### config.mk
export PLATFORM = sky130hd
export DESIGN_NAME = register_bank_scoreboard_flat
export DESIGN_NICKNAME = d
export VERILOG_FILES = /design/src/rtl/register_bank_scoreboard_if.sv /design/src/rtl/register_bank_scoreboard.sv /design/src/flat_wrapper.sv
export SDC_FILE = /design/constraint.sdc
export NUM_CORES = 1
export LEC_CHECK = 0
export ABC_AREA = 1
export BUFFER_PORTS_ARGS = -buffer_cell sky130_fd_sc_hd__clkbuf_2
export CAP_MARGIN = 5
export CORE_UTILIZATION = 45
export DETAILED_ROUTE_END_ITERATION = 10
export PLACE_DENSITY = 0.72
export SLEW_MARGIN = 40
export SYNTH_ARGS = -nofsm -noshare
export SYNTH_HDL_FRONTEND = slang
export SYNTH_SLANG_ARGS = --single-unit
export TNS_END_PERCENT = 100
### constraint.sdc
create_clock -name clk -period 1.89 [get_ports clk]
set_input_delay 0.189 -clock clk [delete_from_list [all_inputs] [get_ports clk]]
set_output_delay 0.189 -clock clk [all_outputs]
set_load 0.1 [all_outputs]
### src/rtl/register_bank_scoreboard_if.sv
// -----------------------------------------------------------------------------
// register_bank_scoreboard_if
// Bundles the decoder issue port, the ALU writeback port, the flush control and
// the register/scoreboard outputs of the register bank.
//   master : decoder / ALU side (drives issue, writeback and flush; reads outputs)
//   slave  : register bank side
// Signals
//   flush                     clear all pending bits, contents kept
//   issue_valid/issue_ready   issue handshake (ready is combinational)
//   issue_dst/src_a/src_b     3-bit register indices (0=A .. 7=H)
//   issue_use_b               1: side-B reads a register, 0: side-B is IMM8
//   wb_valid/wb_sel/wb_data   ALU result writeback
//   reg_a..reg_h              register contents to the operand muxes
//   pending                   scoreboard bit per register
//   wb_err                    sticky writeback-to-idle-register flag
// -----------------------------------------------------------------------------
interface register_bank_scoreboard_if #(
  parameter int WORD_SIZE = 8
);
  logic                 flush;
  logic                 issue_valid;
  logic                 issue_ready;
  logic [2:0]           issue_dst;
  logic [2:0]           issue_src_a;
  logic [2:0]           issue_src_b;
  logic                 issue_use_b;
  logic                 wb_valid;
  logic [2:0]           wb_sel;
  logic [WORD_SIZE-1:0] wb_data;
  logic [WORD_SIZE-1:0] reg_a;
  logic [WORD_SIZE-1:0] reg_b;
  logic [WORD_SIZE-1:0] reg_c;
  logic [WORD_SIZE-1:0] reg_d;
  logic [WORD_SIZE-1:0] reg_e;
  logic [WORD_SIZE-1:0] reg_f;
  logic [WORD_SIZE-1:0] reg_g;
  logic [WORD_SIZE-1:0] reg_h;
  logic [7:0]           pending;
  logic                 wb_err;

  modport master (
    output flush, issue_valid, issue_dst, issue_src_a, issue_src_b, issue_use_b,
    output wb_valid, wb_sel, wb_data,
    input  issue_ready, reg_a, reg_b, reg_c, reg_d, reg_e, reg_f, reg_g, reg_h,
    input  pending, wb_err
  );

  modport slave (
    input  flush, issue_valid, issue_dst, issue_src_a, issue_src_b, issue_use_b,
    input  wb_valid, wb_sel, wb_data,
    output issue_ready, reg_a, reg_b, reg_c, reg_d, reg_e, reg_f, reg_g, reg_h,
    output pending, wb_err
  );
endinterface

### src/rtl/register_bank_scoreboard.sv
// -----------------------------------------------------------------------------
// register_bank_scoreboard
// Eight-entry general register bank (A..H) with an issue scoreboard. Each
// register has a pending bit set when an instruction targeting it issues and
// cleared when its ALU result is written back. Issue stalls while any source
// (side-B only when it reads a register) or the destination is pending.
// Ports
//   clk    rising-edge clock
//   reset  synchronous active-high reset (overrides flush/issue/wb)
//   bus    register_bank_scoreboard_if.slave (issue, writeback, flush, outputs)
// Configuration macro
//   REGBANK_WB_BYPASS_EN : a same-cycle writeback counts as clearing the
//   pending bit for issue_ready, and reg_x outputs are write-through.
//   Undefined (default): registered outputs and registered-only pending.
// -----------------------------------------------------------------------------
module register_bank_scoreboard #(
  parameter int WORD_SIZE = 8,
  parameter int NUM_REGS  = 8   // fixed at 8: selectors are 3 bits wide
) (
  input  logic                         clk,
  input  logic                         reset,
  register_bank_scoreboard_if.slave    bus
);

  logic [WORD_SIZE-1:0] regs_r [NUM_REGS];
  logic [NUM_REGS-1:0]  pending_r;
  logic                 wb_err_r;

  logic [NUM_REGS-1:0]  wb_hit_s;
  logic [NUM_REGS-1:0]  fire_hit_s;
  logic [NUM_REGS-1:0]  pend_eff_s;
  logic [NUM_REGS-1:0]  pending_nxt_s;
  logic                 ready_s;
  logic                 fire_s;
  logic                 err_set_s;
  logic [WORD_SIZE-1:0] rd_s [NUM_REGS];

  function automatic logic [NUM_REGS-1:0] onehot(input logic [2:0] idx);
    onehot = {{(NUM_REGS-1){1'b0}}, 1'b1} << idx;
  endfunction

  // Writeback decode, issue readiness and next scoreboard state
  always_comb begin
    wb_hit_s = {NUM_REGS{1'b0}};
    if (bus.wb_valid) begin
      wb_hit_s = onehot(bus.wb_sel);
    end else begin
      wb_hit_s = {NUM_REGS{1'b0}};
    end

`ifdef REGBANK_WB_BYPASS_EN
    // A result arriving this cycle already satisfies the dependency.
    pend_eff_s = pending_r & ~wb_hit_s;
`else
    pend_eff_s = pending_r;
`endif

    // Destination term blocks WAW; side-B is only checked when it reads a register.
    ready_s = ~pend_eff_s[bus.issue_src_a]
            & ~(bus.issue_use_b & pend_eff_s[bus.issue_src_b])
            & ~pend_eff_s[bus.issue_dst];
    fire_s  = bus.issue_valid & ready_s;

    fire_hit_s = {NUM_REGS{1'b0}};
    if (fire_s) begin
      fire_hit_s = onehot(bus.issue_dst);
    end else begin
      fire_hit_s = {NUM_REGS{1'b0}};
    end

    // Flush beats a same-cycle issue; otherwise a new issue beats a same-register clear.
    pending_nxt_s = {NUM_REGS{1'b0}};
    if (bus.flush) begin
      pending_nxt_s = {NUM_REGS{1'b0}};
    end else begin
      pending_nxt_s = (pending_r & ~wb_hit_s) | fire_hit_s;
    end

    err_set_s = bus.wb_valid & ~pending_r[bus.wb_sel] & ~bus.flush;
  end

  // Register file, scoreboard and sticky error state
  always_ff @(posedge clk) begin
    if (reset) begin
      for (int i = 0; i < NUM_REGS; i++) begin
        regs_r[i] <= {WORD_SIZE{1'b0}};
      end
      pending_r <= {NUM_REGS{1'b0}};
      wb_err_r  <= 1'b0;
    end else begin
      if (bus.wb_valid) begin
        regs_r[bus.wb_sel] <= bus.wb_data;
      end
      pending_r <= pending_nxt_s;
      if (err_set_s) begin
        wb_err_r <= 1'b1;
      end
    end
  end

  // Register read view presented to the operand muxes
  always_comb begin
    for (int i = 0; i < NUM_REGS; i++) begin
      rd_s[i] = regs_r[i];
`ifdef REGBANK_WB_BYPASS_EN
      if (wb_hit_s[i]) begin
        rd_s[i] = bus.wb_data;
      end else begin
        rd_s[i] = regs_r[i];
      end
`endif
    end
  end

  assign bus.reg_a       = rd_s[0];
  assign bus.reg_b       = rd_s[1];
  assign bus.reg_c       = rd_s[2];
  assign bus.reg_d       = rd_s[3];
  assign bus.reg_e       = rd_s[4];
  assign bus.reg_f       = rd_s[5];
  assign bus.reg_g       = rd_s[6];
  assign bus.reg_h       = rd_s[7];
  assign bus.pending     = pending_r;
  assign bus.wb_err      = wb_err_r;
  assign bus.issue_ready = ready_s;

endmodule

### src/flat_wrapper.sv
// flat-port wrapper written by rule: the top's interface ports become plain ports
module register_bank_scoreboard_flat 
#(
  parameter int WORD_SIZE = 8,
  parameter int NUM_REGS  = 8                                           
)
  (clk, reset, bus_flush, bus_issue_valid, bus_issue_dst, bus_issue_src_a, bus_issue_src_b, bus_issue_use_b, bus_wb_valid, bus_wb_sel, bus_wb_data, bus_issue_ready, bus_reg_a, bus_reg_b, bus_reg_c, bus_reg_d, bus_reg_e, bus_reg_f, bus_reg_g, bus_reg_h, bus_pending, bus_wb_err);
  register_bank_scoreboard_if #(.WORD_SIZE(WORD_SIZE)) bus_i ();
  input  logic clk;
  input  logic reset;
  input wire logic [$bits(bus_i.flush)-1:0] bus_flush;
  input wire logic [$bits(bus_i.issue_valid)-1:0] bus_issue_valid;
  input wire logic [$bits(bus_i.issue_dst)-1:0] bus_issue_dst;
  input wire logic [$bits(bus_i.issue_src_a)-1:0] bus_issue_src_a;
  input wire logic [$bits(bus_i.issue_src_b)-1:0] bus_issue_src_b;
  input wire logic [$bits(bus_i.issue_use_b)-1:0] bus_issue_use_b;
  input wire logic [$bits(bus_i.wb_valid)-1:0] bus_wb_valid;
  input wire logic [$bits(bus_i.wb_sel)-1:0] bus_wb_sel;
  input wire logic [$bits(bus_i.wb_data)-1:0] bus_wb_data;
  output wire logic [$bits(bus_i.issue_ready)-1:0] bus_issue_ready;
  output wire logic [$bits(bus_i.reg_a)-1:0] bus_reg_a;
  output wire logic [$bits(bus_i.reg_b)-1:0] bus_reg_b;
  output wire logic [$bits(bus_i.reg_c)-1:0] bus_reg_c;
  output wire logic [$bits(bus_i.reg_d)-1:0] bus_reg_d;
  output wire logic [$bits(bus_i.reg_e)-1:0] bus_reg_e;
  output wire logic [$bits(bus_i.reg_f)-1:0] bus_reg_f;
  output wire logic [$bits(bus_i.reg_g)-1:0] bus_reg_g;
  output wire logic [$bits(bus_i.reg_h)-1:0] bus_reg_h;
  output wire logic [$bits(bus_i.pending)-1:0] bus_pending;
  output wire logic [$bits(bus_i.wb_err)-1:0] bus_wb_err;
  assign bus_i.flush = bus_flush;
  assign bus_i.issue_valid = bus_issue_valid;
  assign bus_i.issue_dst = bus_issue_dst;
  assign bus_i.issue_src_a = bus_issue_src_a;
  assign bus_i.issue_src_b = bus_issue_src_b;
  assign bus_i.issue_use_b = bus_issue_use_b;
  assign bus_i.wb_valid = bus_wb_valid;
  assign bus_i.wb_sel = bus_wb_sel;
  assign bus_i.wb_data = bus_wb_data;
  assign bus_issue_ready = bus_i.issue_ready;
  assign bus_reg_a = bus_i.reg_a;
  assign bus_reg_b = bus_i.reg_b;
  assign bus_reg_c = bus_i.reg_c;
  assign bus_reg_d = bus_i.reg_d;
  assign bus_reg_e = bus_i.reg_e;
  assign bus_reg_f = bus_i.reg_f;
  assign bus_reg_g = bus_i.reg_g;
  assign bus_reg_h = bus_i.reg_h;
  assign bus_pending = bus_i.pending;
  assign bus_wb_err = bus_i.wb_err;
  register_bank_scoreboard #(.WORD_SIZE(WORD_SIZE), .NUM_REGS(NUM_REGS)) u_core (.clk(clk), .reset(reset), .bus(bus_i));
endmodule
==> flow_metrics.py <==
metrics = {
    "outcome": {
        "status": "complete, no violations",
    },
    "sta": {
        "fmax_mhz": 561,
        "fin_crit_sh_pct": 94.3,
        "slew_viol_final": 0,
        "finClkSkew_ps": 1.70,
        "fin_crit_ps": 1780,
        "hold_ws_ps": 38.2,
        "finalSetupViolCount": 0,
        "rsz0062_at_grt": "false",
        "final.setup.tns_ps": 0,
        "worstMarginPinSlew_ps": 553,
        "hold_viol": 0,
        "relSlewSlack_pct": 63.3,
        "setup_ws_ps": 107,
    },
    "setup_path": {
        "start_kind": "register",
        "end_kind": "primary output",
        "reg2reg_slack_ps": 510,
        "r2r_cells": 10,
        "cp.arrival_ps": 1590,
        "critical_path_class": "register to primary output",
        "critPathMaxFanout": 6,
        "timing.rr.end": "u_core.bus.pending[0]$_SDFF_PP0_",
        "reg2reg_from": "u_core.bus.pending[4]$_SDFF_PP0_",
        "critPathRequiredTime_ps": 1700,
    },
    "logic_synthesis": {
        "synth-seq-cells": 73,
        "yosysTopAreaCell": "edfxtp_1",
        "synth.top_cells.by_count": "81 x nor2_1, 77 x nand2_1, 64 x edfxtp_1",
        "async_reset_ff_share_pct": 0,
        "synth_seq_area_share_pct": 67.4,
        "synth_nets": 336,
        "avgSynthCellArea_um2": 10.1,
        "ys_top_cells_by_area": "edfxtp_1 62%, nor2_1 9.8%, nand2_1 9.3%",
        "synth_cell_types": 24,
        "ys_warn_count": 0,
        "synth_flop_cell": "edfxtp_1",
        "syn_area_um2": 3120,
        "synth_top_area_share_pct": 61.7,
        "synthesis.instances": 310,
        "yosysMostFrequentCell": "nor2_1",
        "synth-edff-count": 64,
    },
    "die": {
        "fp.dieH_um": 85.2,
        "coreArea_um2": 6530,
        "die_x_um": 85.2,
        "io_pins": 100,
        "dieArea_um2": 7260,
        "initial_core_util_pct": 47.7,
        "rows": 29,
    },
    "global_routing": {
        "gr-total-overflow": 0,
        "grt_pass1_vias": 2319,
        "grt_max_degree": 17,
        "antenna_found_initial": 0,
        "grt_pass1_wl_mm": 11.4,
        "grtUsageTotal_pct": 21.3,
    },
    "drt": {
        "vias_per_cell": 5.04,
        "drt_iter0_markers": 112,
        "finalWirelength_mm": 7.48,
        "antenna_left": 0,
        "route.detailed.drc": 0,
        "vias": 2536,
        "wl_per_cell_um": 14.9,
        "first_pass_iters": 4,
    },
    "clock_tree": {
        "h-tree-depth": 3,
        "root_buffer": "clkbuf_8",
        "cts_buffers": 9,
        "cts.sinks": 73,
        "cts_tree": "built",
        "cts_buffer_depth": 2,
        "clkLatencyLatePin_ps": 340,
        "cts.clk_slew.worst_paths_ps": 70,
    },
    "pwr": {
        "power.leakage_nw": 1.80,
        "netSwitchingPower_w": 0.00152,
        "intPower_w": 0.00259,
        "pwr-share-clk_pct": 28.3,
        "powerDensity_nw_per_um2": 1040,
        "swShare_pct": 37.0,
        "max-vdd-ir-drop_v": 0.000394,
        "combPwrFrac_pct": 25.9,
        "seq_power_share_pct": 45.8,
    },
    "finish": {
        "post-route-cell-area_um2": 3950,
        "n_antenna_cell": 0,
        "final_nets": 447,
        "drive_gt1_share_pct": 31.7,
        "fillCellCount": 559,
        "area_growth_pct": 26.7,
    },
    "place": {
        "place_area_um2": 3720,
        "numPortBuffers": 99,
        "dp_hpwl_mm": 5.36,
        "place.gp.congestion": 0.906,
        "pre_cts_slack_ps": 367,
    },
    "worst_hold_path": {
        "hp-start": "reset",
        "whs_endpoint": "u_core.bus.wb_err$_SDFFE_PP0P_",
        "hold_path_class": "input port to register",
        "hold_depth": 2,
    },
    "flow_run": {
        "maxCapViolCount": 0,
    },
}
==> cells by family (layout without fill, tap and decap cells) <==
group           Yosys count  count (layout)  share of synthesized area [%]
buf+inv                  37             153                           4.94
simple gates            188             188                           25.5
compound gates           12              12                           2.17
flops                    73              73                           67.4
==> stage by stage <==
stage / total power (W) / std cells / utilization (%)
6_report: 0.00410 / 503 / 60.4
2_1_floorplan: 0.00278 / 310 / -
5_1_grt: 0.00422 / 503 / 60.4
4_1_cts: 0.00409 / 499 / 59.8
3_5_place_dp: 0.00297 / 483 / 57.0
3_3_place_gp: 0.00296 / 483 / 57.0
==> layout make-up <==
type | count | area (µm²) | area share, %
multi-input cells | 200 | 871 | 22.1
clock inverters | 6 | 58.8 | 1.49
flip-flops and latches | 73 | 2110 | 53.5
inverters | 34 | 141 | 3.58
repair buffers | 103 | 541 | 13.7
well taps | 77 | 96.3 | 2.44
clock buffers | 10 | 128 | 3.23
==> registers in the layout, summed over array words and instances, names as in the netlist <==
signal / count
u_core.regs_r: 64
u_core.bus.pending: 8
u_core.bus.wb_err: 1
==> routing by layer <==
layer	global-route usage, %	wire, µm
met5	0	0
met4	8.94	147
met3	5.25	532
met2	33.5	3500
met1	28.4	3310
==> worst max path at each step <==
stage | from | cells past startpoint | to | slack (ps)
floorplan | u_core.bus.pending[7]$_SDFF_PP0_ | 8 | bus_issue_ready | 120
global placement | bus_wb_valid | 7 | u_core.regs_r[3][3]$_SDFFCE_PN0P_ | 380
detailed placement | bus_wb_valid | 7 | u_core.regs_r[3][4]$_SDFFCE_PN0P_ | 370
CTS | u_core.bus.pending[4]$_SDFF_PP0_ | 9 | bus_issue_ready | 40
global route | u_core.bus.pending[5]$_SDFF_PP0_ | 9 | bus_issue_ready | 10
finish | u_core.bus.pending[4]$_SDFF_PP0_ | 9 | bus_issue_ready | 110
==> power by group through the flow <==
stage          registers (W)  clock network (W)  logic (W)
6_report             0.00188            0.00116    0.00106
4_1_cts              0.00188            0.00116    0.00105
2_1_floorplan        0.00263                  0   0.000154
5_1_grt              0.00189            0.00124    0.00110
3_3_place_gp         0.00192                  0    0.00104
3_5_place_dp         0.00192                  0    0.00105
==> worst max-delay path, cell delays in order (launching register included) <==
cell	delay (ps)
dfxtp_2	360
inv_1	90
nand2_1	60
nand3_1	70
nand2_1	50
nand2_1	90
nand2_4	80
nor2_8	120
and2_4	170
buf_12	160
==> cell usage in the layout, fill, tap and decap left out, types with 2 or more instances in the layout <==
cell type / instances
inv_1: 31
edfxtp_1: 64
dfxtp_2: 8
nor2_1: 81
nand2_4: 2
nand4_1: 8
buf_4: 4
nand2_2: 2
clkinv_1: 2
a21oi_1: 8
clkbuf_8: 9
nand3_1: 13
inv_2: 2
nand2_1: 77
clkbuf_2: 98
==> timing repair <==
item,CTS,global route
resized for setup,0,2
setup endpoints to repair,0,1
hold buffers,0,0
buffers inserted,0,4
No activity file was read; power rests on OpenSTA's default activity.
